===== src/rtl/ysyx_23060184_pipe_pkg.sv =====
// Shared definitions for the pipeline stage registers: occupancy state
// encoding, slot indices and the canonical NOP instruction used for bubbles.
package ysyx_23060184_pipe_pkg;

    // The encoding doubles as the occupancy count, so keep it numeric.
    typedef enum logic [1:0] {
        ST_EMPTY = 2'd0,
        ST_ONE   = 2'd1,
        ST_FULL  = 2'd2
    } pipe_state_e;

    // addi x0, x0, 0
    localparam logic [31:0] INST_NOP = 32'h0000_0013;

    localparam int NUM_SLOTS = 2;
    localparam int SLOT_MAIN = 0;
    localparam int SLOT_SKID = 1;

endpackage


===== src/rtl/ysyx_23060184_pipe_slot.sv =====
// One payload register of a skid stage: loads on enable, resets to the bubble.
module ysyx_23060184_pipe_slot #(
    parameter int                   PAYLOAD_W = 96,
    parameter logic [PAYLOAD_W-1:0] BUBBLE    = '0
) (
    input  logic                 clk,
    input  logic                 rstn,
    input  logic                 load,
    input  logic [PAYLOAD_W-1:0] d,
    output logic [PAYLOAD_W-1:0] q
);

    // Payload capture; contents are only ever replaced by a load or reset.
    always_ff @(posedge clk or negedge rstn) begin
        if (!rstn) begin
            q <= BUBBLE;
        end else if (load) begin
            q <= d;
        end
    end

endmodule


===== src/rtl/ysyx_23060184_pipe_skid_reg.sv =====
// Two-entry skid pipeline register with stall and flush. in_ready depends
// only on local state and stall, so no combinational path runs from
// out_ready back to in_ready; the skid slot absorbs the extra entry.
module ysyx_23060184_pipe_skid_reg
    import ysyx_23060184_pipe_pkg::*;
#(
    parameter int                   PAYLOAD_W = 96,
    parameter logic [PAYLOAD_W-1:0] BUBBLE    = {INST_NOP, 64'h0},
    parameter int                   CNT_W     = 2
) (
    input  logic                 clk,
    input  logic                 rstn,
    input  logic                 in_valid,
    output logic                 in_ready,
    input  logic [PAYLOAD_W-1:0] in_data,
    output logic                 out_valid,
    input  logic                 out_ready,
    output logic [PAYLOAD_W-1:0] out_data,
    input  logic                 stall,
    input  logic                 flush,
    output logic [CNT_W-1:0]     occupancy
);

    pipe_state_e state_reg;
    pipe_state_e state_next;

    logic                 do_accept;
    logic                 do_release;
    logic [NUM_SLOTS-1:0] slot_load;
    logic [PAYLOAD_W-1:0] slot_d [NUM_SLOTS];
    logic [PAYLOAD_W-1:0] slot_q [NUM_SLOTS];

    assign in_ready   = (state_reg != ST_FULL) & ~stall;
    assign out_valid  = (state_reg != ST_EMPTY) & ~stall & ~flush;
    assign out_data   = out_valid ? slot_q[SLOT_MAIN] : BUBBLE;
    assign occupancy  = CNT_W'(state_reg);

    // Flush masks accept; stall already masks both via in_ready/out_valid.
    assign do_accept  = in_valid & in_ready & ~flush;
    assign do_release = out_valid & out_ready;

    // When FULL, the head refills from the skid slot; otherwise from upstream.
    assign slot_d[SLOT_MAIN] = (state_reg == ST_FULL) ? slot_q[SLOT_SKID] : in_data;
    assign slot_d[SLOT_SKID] = in_data;

    // Next state and slot load enables; flush clears only the valid state.
    always_comb begin
        state_next = state_reg;
        slot_load  = '0;
        if (flush) begin
            state_next = ST_EMPTY;
        end else begin
            case (state_reg)
                ST_EMPTY: begin
                    if (do_accept) begin
                        state_next           = ST_ONE;
                        slot_load[SLOT_MAIN] = 1'b1;
                    end
                end
                ST_ONE: begin
                    if (do_accept && do_release) begin
                        slot_load[SLOT_MAIN] = 1'b1;
                    end else if (do_accept) begin
                        state_next           = ST_FULL;
                        slot_load[SLOT_SKID] = 1'b1;
                    end else if (do_release) begin
                        state_next = ST_EMPTY;
                    end
                end
                ST_FULL: begin
                    if (do_release) begin
                        state_next           = ST_ONE;
                        slot_load[SLOT_MAIN] = 1'b1;
                    end
                end
                default: state_next = ST_EMPTY;
            endcase
        end
    end

    // Occupancy state register.
    always_ff @(posedge clk or negedge rstn) begin
        if (!rstn) begin
            state_reg <= ST_EMPTY;
        end else begin
            state_reg <= state_next;
        end
    end

    genvar gi;
    generate
        for (gi = 0; gi < NUM_SLOTS; gi++) begin : g_slot
            ysyx_23060184_pipe_slot #(
                .PAYLOAD_W (PAYLOAD_W),
                .BUBBLE    (BUBBLE)
            ) u_slot (
                .clk  (clk),
                .rstn (rstn),
                .load (slot_load[gi]),
                .d    (slot_d[gi]),
                .q    (slot_q[gi])
            );
        end
    endgenerate

endmodule

===== config.mk =====
export PLATFORM = sky130hd
export DESIGN_NAME = ysyx_23060184_pipe_skid_reg
export DESIGN_NICKNAME = d
export VERILOG_FILES = /design/src/rtl/ysyx_23060184_pipe_pkg.sv /design/src/rtl/ysyx_23060184_pipe_slot.sv /design/src/rtl/ysyx_23060184_pipe_skid_reg.sv
export SDC_FILE = /design/constraint.sdc
export NUM_CORES = 1
export LEC_CHECK = 0
export CAP_MARGIN = 20
export CELL_PAD_IN_SITES_DETAIL_PLACEMENT = 1
export CELL_PAD_IN_SITES_GLOBAL_PLACEMENT = 1
export CORE_ASPECT_RATIO = 1.5
export CORE_MARGIN = 10
export CORE_UTILIZATION = 43
export CTS_BUF_LIST = sky130_fd_sc_hd__clkbuf_4
export DETAILED_ROUTE_END_ITERATION = 8
export PLACE_DENSITY = 0.9
export SYNTH_ARGS = -nofsm -noshare
export SYNTH_HDL_FRONTEND = slang
export SYNTH_HIERARCHICAL = 1
export SYNTH_SLANG_ARGS = --single-unit

===== constraint.sdc =====
create_clock -name clk -period 2.5 [get_ports clk]
set_input_delay 0.5 -clock clk [delete_from_list [all_inputs] [get_ports clk]]
set_output_delay 0.5 -clock clk [all_outputs]
set_load 0.1 [all_outputs]

-- Word-level counts from Yosys, hierarchy flattened
Index checks and enable logic that the tools add are counted.
- bitwise logic cells: 8
- muxes and demuxes: 16
- equal/unequal tests: 7
- reduce and logical (&&, ||, !) cells: 4
- operators with widths (kind ; count):
    $mux 96 ; 2
    $mux 2 ; 7
    $ne 3x3->1 const B ; 3
    $and 1x1->1 ; 6
    $pmux 2 s3 ; 1
    $mux 1 ; 5
    $ne 4x4->1 const B ; 1
    $reduce_and 4->1 ; 1
    $pmux 1 s3 ; 1
    $eq 2x1->1 const B ; 1
    $eq 2x2->1 const B ; 1
    $logic_not 2->1 ; 1
    $ne 2x2->1 const B ; 1
    $not 1->1 ; 2
    $reduce_bool 2->1 ; 1
    $logic_and 1x1->1 ; 1
- input port bits: 102
- word-level logic and storage cells: 38
- output and inout port bits: 100
- flip-flop bits (word level): 194

-- Logic depth before layout (Yosys ltp)
- depth in word-level cells: 9
- mapped depth: 10
- depth with buffers taken out: 4

-- By module
Netlist, hierarchy kept.
- modules (own cells, without submodules) (module ; cells an instance ; instances ; sequential area each (µm²) ; area each (µm²)):
    ysyx_23060184_pipe_slot ; 203 ; 2 ; 2406.1 ; 3768.6
    ysyx_23060184_pipe_skid_reg ; 235 ; 1 ; 50.0 ; 1975.6

-- Worst setup path before layout
Ideal clock, no wire load.
- path type: flip-flop to output port
- start point: reg state_reg[1] (netlist: occupancy[1])
- end point: out out_data[86]
- arrival: 3.252 ns
- path slack: -1.252 ns
- cell stages (with the launch flop): 5
- required time: 2.000 ns
- path buffers: 1
- cell sequence: dfrtp_1 -> nor2_1 -> nor3_4 -> clkbuf_1 -> and2_1
- longest elaborated chain between the ends: 4
- RTL lines (what ; line ; RTL):
    start, declared ; ysyx_23060184_pipe_skid_reg.sv:24 ; pipe_state_e state_reg;
    start signal, assigned ; ysyx_23060184_pipe_skid_reg.sv:86 ; state_reg <= state_next;
    $reduce_bool 2->1 ; ysyx_23060184_pipe_skid_reg.sv:34 ; assign out_valid = (state_reg != ST_EMPTY) & ~stall & ~flush;
    $and 1x1->1 (2 in series) ; ysyx_23060184_pipe_skid_reg.sv:34 ;
    via out_valid ; ysyx_23060184_pipe_skid_reg.sv:16 ; output logic out_valid,
    $mux 96 ; ysyx_23060184_pipe_skid_reg.sv:35 ; assign out_data = out_valid ? slot_q[SLOT_MAIN] : BUBBLE;
    end, declared ; ysyx_23060184_pipe_skid_reg.sv:18 ; output logic [PAYLOAD_W-1:0] out_data,
The timed path passes the listed nets, and every way through them passes these cells.

-- Worst setup path after layout
- start point: reg state_reg[1] (netlist: occupancy[1])
- end point: out out_data[36]
- longest elaborated chain between the ends: 4
- RTL lines (what ; line):
    $reduce_bool 2->1 ; ysyx_23060184_pipe_skid_reg.sv:34
    $and 1x1->1 (2 in series) ; ysyx_23060184_pipe_skid_reg.sv:34
    $mux 96 ; ysyx_23060184_pipe_skid_reg.sv:35
Every way passes these cells.

==> run_results.csv <==
group,metric,value,unit
final_layout,finalNetCount,961,
drt,drc,0,
synthesis,ys_seq_elements,194,
final_layout,final_common_cell,"mux2_2",
run_status,status,"finished, violations left",
sta,hold_viol,0,
synthesis,synth_area_per_cell,14.8,um^2
floorplanning,fp.coreArea,0.0217,mm^2
drt,drt-wirelength-per-cell,26.5,um
worst_hold_path,holdCritPathClass,"in -> async",
final_layout,fillers,1921,
critical_path,slowest_delay,0.44,ns
power,power_density,573,mW/mm^2
floorplanning,chipHeight,202,um
synthesis,netlist-cell-type-count,26,
global_route,grt_pass1_vias,6976,
critical_path,reg2reg_depth,8,
clocking,cts-buffers-inserted,17,
clocking,htree_levels,4,
global_route,grt_max_degree,59,
synthesis,yosysWarnings,6,
critical_path,slowest_stage,"dfrtp_2",
sta,setup_violations,93,
drt,drt_iter0_drc,249,
global_route,antenna_found_initial,5,
placed_design,dp_hpwl,19200,um
synthesis,syn-cell-area,0.00951,mm^2
critical_path,critPathLaunchType,"register",
final_layout,stdcell_count,1149,
critical_path,worst_ep_arrival_time,2.09,ns
global_route,grt-ovfl-total,0,
drt,totalWireLength,30500,um
final_layout,area_delta_synth_final,43.6,%
sta,worst_slack,-0.0860,ns
sta,finalClockSkew,0.0269,ns
clocking,cts_tree,"yes",
synthesis,synth_fp_nets,743,
floorplanning,fp.dieArea,0.0286,mm^2
floorplanning,ios,202,
power,leakagePower,5.91,nW
placed_design,gp_congestion,0.773,
synthesis,ys_seq_area_frac,0.511,
drt,viasPerCell,5.33,
final_layout,seqCellArea,0.00486,mm^2
drt,vias,6125,
placed_design,place_inst,1096,
critical_path,crit_path_max_fanout,14,
drt,drtAntennaViolNets,0,
global_route,grt_pass1_wl,41700,um
placed_design,port_buffers,201,
critical_path,r2r-end,"g_slot[0].u_slot/q[10]",
critical_path,crit_chain,"nor2_4 -> nor3_4 -> buf_12 -> buf_12 -> and2_2 -> buf_12",
floorplanning,start_util,0.438,
synthesis,syn_inst,641,
sta,relSlewSlack,0.683,
floorplanning,die_x,141,um
sta,tightestPinTransition,0.476,ns
clocking,cts_root_buffer,"clkbuf_4",
clocking,cts_buffer_depth,2,
critical_path,path_common_cell,"buf_12",
sta,worst_hold_slack,0.369,ns
critical_path,required,2.00,ns
sta,slew_violations,0,
clocking,clkLatencyLatePin,0.64,ns
sta,layout_min_cycle_time,2.59,ns
clocking,cts.clk_slew.worst_paths,0.19,ns
critical_path,r2r_setup_slack,0.31,ns
floorplanning,std_cell_rows,66,
global_route,grt_usage,0.186,
job,drv_cap,0,
clocking,cts.sinks,194,
critical_path,r2r_start,"occupancy[0]",
drt,dr.pass1.iters,4,
final_layout,final_cell_mix,"207 x mux2_2, 186 x dfrtp_1, 115 x buf_12, 100 x clkdlybuf4s50_1, 80 x mux2_4",
critical_path,path_class,"reg -> out",
final_layout,drive_gt1_frac,0.655,
sta,fmax,0.387,GHz
critical_path,crit_path_start,"occupancy[1]",
run_status,violations,"negative setup slack",
power,ir_drop,0.512,mV
sta,rsz0062_at_grt,"yes",
final_layout,multi_input_area,0.00451,mm^2
critical_path,endpoint_kind,"output pin",
sta,period_share,1.03,
-- power by group --
part           internal [W]  switching (W)  leakage, nW
combinational       0.00109       0.000793         3.34
clock              0.000526        0.00122        0.146
sequential          0.00378       0.000423         2.42
total               0.00540        0.00243         5.91
-- how the worst max path moves through the flow --
stage,slack [ns],depth (start not counted),endpoint
after floorplan,0.0006,4,out_data[88]
after global placement,0.02,5,out_data[88]
after detailed placement,-0.07,5,out_data[80]
after CTS,-0.07,6,out_data[4]
after global routing,-0.20,6,out_data[36]
final,-0.09,6,out_data[36]
-- flip-flops by register name (all words and copies together) (netlist names) --
signal and cells:
occupancy 2, g_slot.u_slot/q 192
-- Yosys cell counts, drive strengths merged --
cell type	number	area [um^2]
nor4	1	6.26
clkbuf	7	27.5
dfstp	6	158
mux2	288	3540
a32oi	1	8.76
a2bb2oi	1	8.76
nand2b	5	31.3
inv	2	7.51
nor2	3	11.3
nand4bb	1	11.3
a21oi	1	5.00
o21ai	1	5.00
and2	93	582
buf	37	350
mux2i	1	10.0
dfrtp	188	4700
nor2b	1	6.26
nor3	3	26.3
a41o	1	10.0
-- metrics by stage --
stage	power (W)	utilization	setup TNS, ns	worst slack (ns)	area, um^2
6_report	0.00783	0.629	-4.01	-0.0860	13700
3_3_place_gp	0.00586	0.598	0	0.0210	13000
5_1_grt	0.00818	0.629	-14.56	-0.197	13700
2_1_floorplan	0.00525	-	0	0.000650	9650
4_1_cts	0.00776	0.615	-4.94	-0.0728	13400
3_5_place_dp	0.00601	0.598	-2.42	-0.0701	13000
-- critical path, delay by kind of cell (launching register included) --
| kind | cells | cell delay (ns) |
|---|---|---|
| AND/OR/NAND/NOR | 3 | 0.47 |
| flip-flops | 1 | 0.44 |
| buffers and inverters | 3 | 0.54 |
-- metal layers --
metal  track usage  up-vias  part of all wire
met3        0.0511       44             0.053
met2         0.333      191              0.54
met4        0.0597        0             0.029
met1         0.207     3207              0.38
li1              -     2683                 -
met5             0        -                 0
-- kinds of logic after synthesis --
| logic type | share of synthesized area |
|---|---|
| multiplexers | 0.374 |
| flip-flops | 0.511 |
| AND/OR/NAND/NOR | 0.0709 |
| buffers and inverters | 0.0405 |
| AO/OA/AOI/OAI | 0.00395 |
-- timing repair --
action                                 4_1_cts  5_1_grt
gates cloned                                 1        8
endpoints found under the hold margin       50        0
resized for setup                           11       64
setup endpoints to repair                   97       97
buffers inserted                             4        2
hold buffers                                 1        0
pin swaps                                    1       22
-- cell type report --
cell class                 count  area share
timing repair buffer         243       0.267
antenna                        5    0.000916
tap                          272      0.0249
clock buffer                  17     0.00934
sequential                   194       0.356
inverter                       2    0.000550
multi-input combinational    401       0.330
clock inverter                15      0.0109
Note: power is estimated with default switching activity, not from simulation.
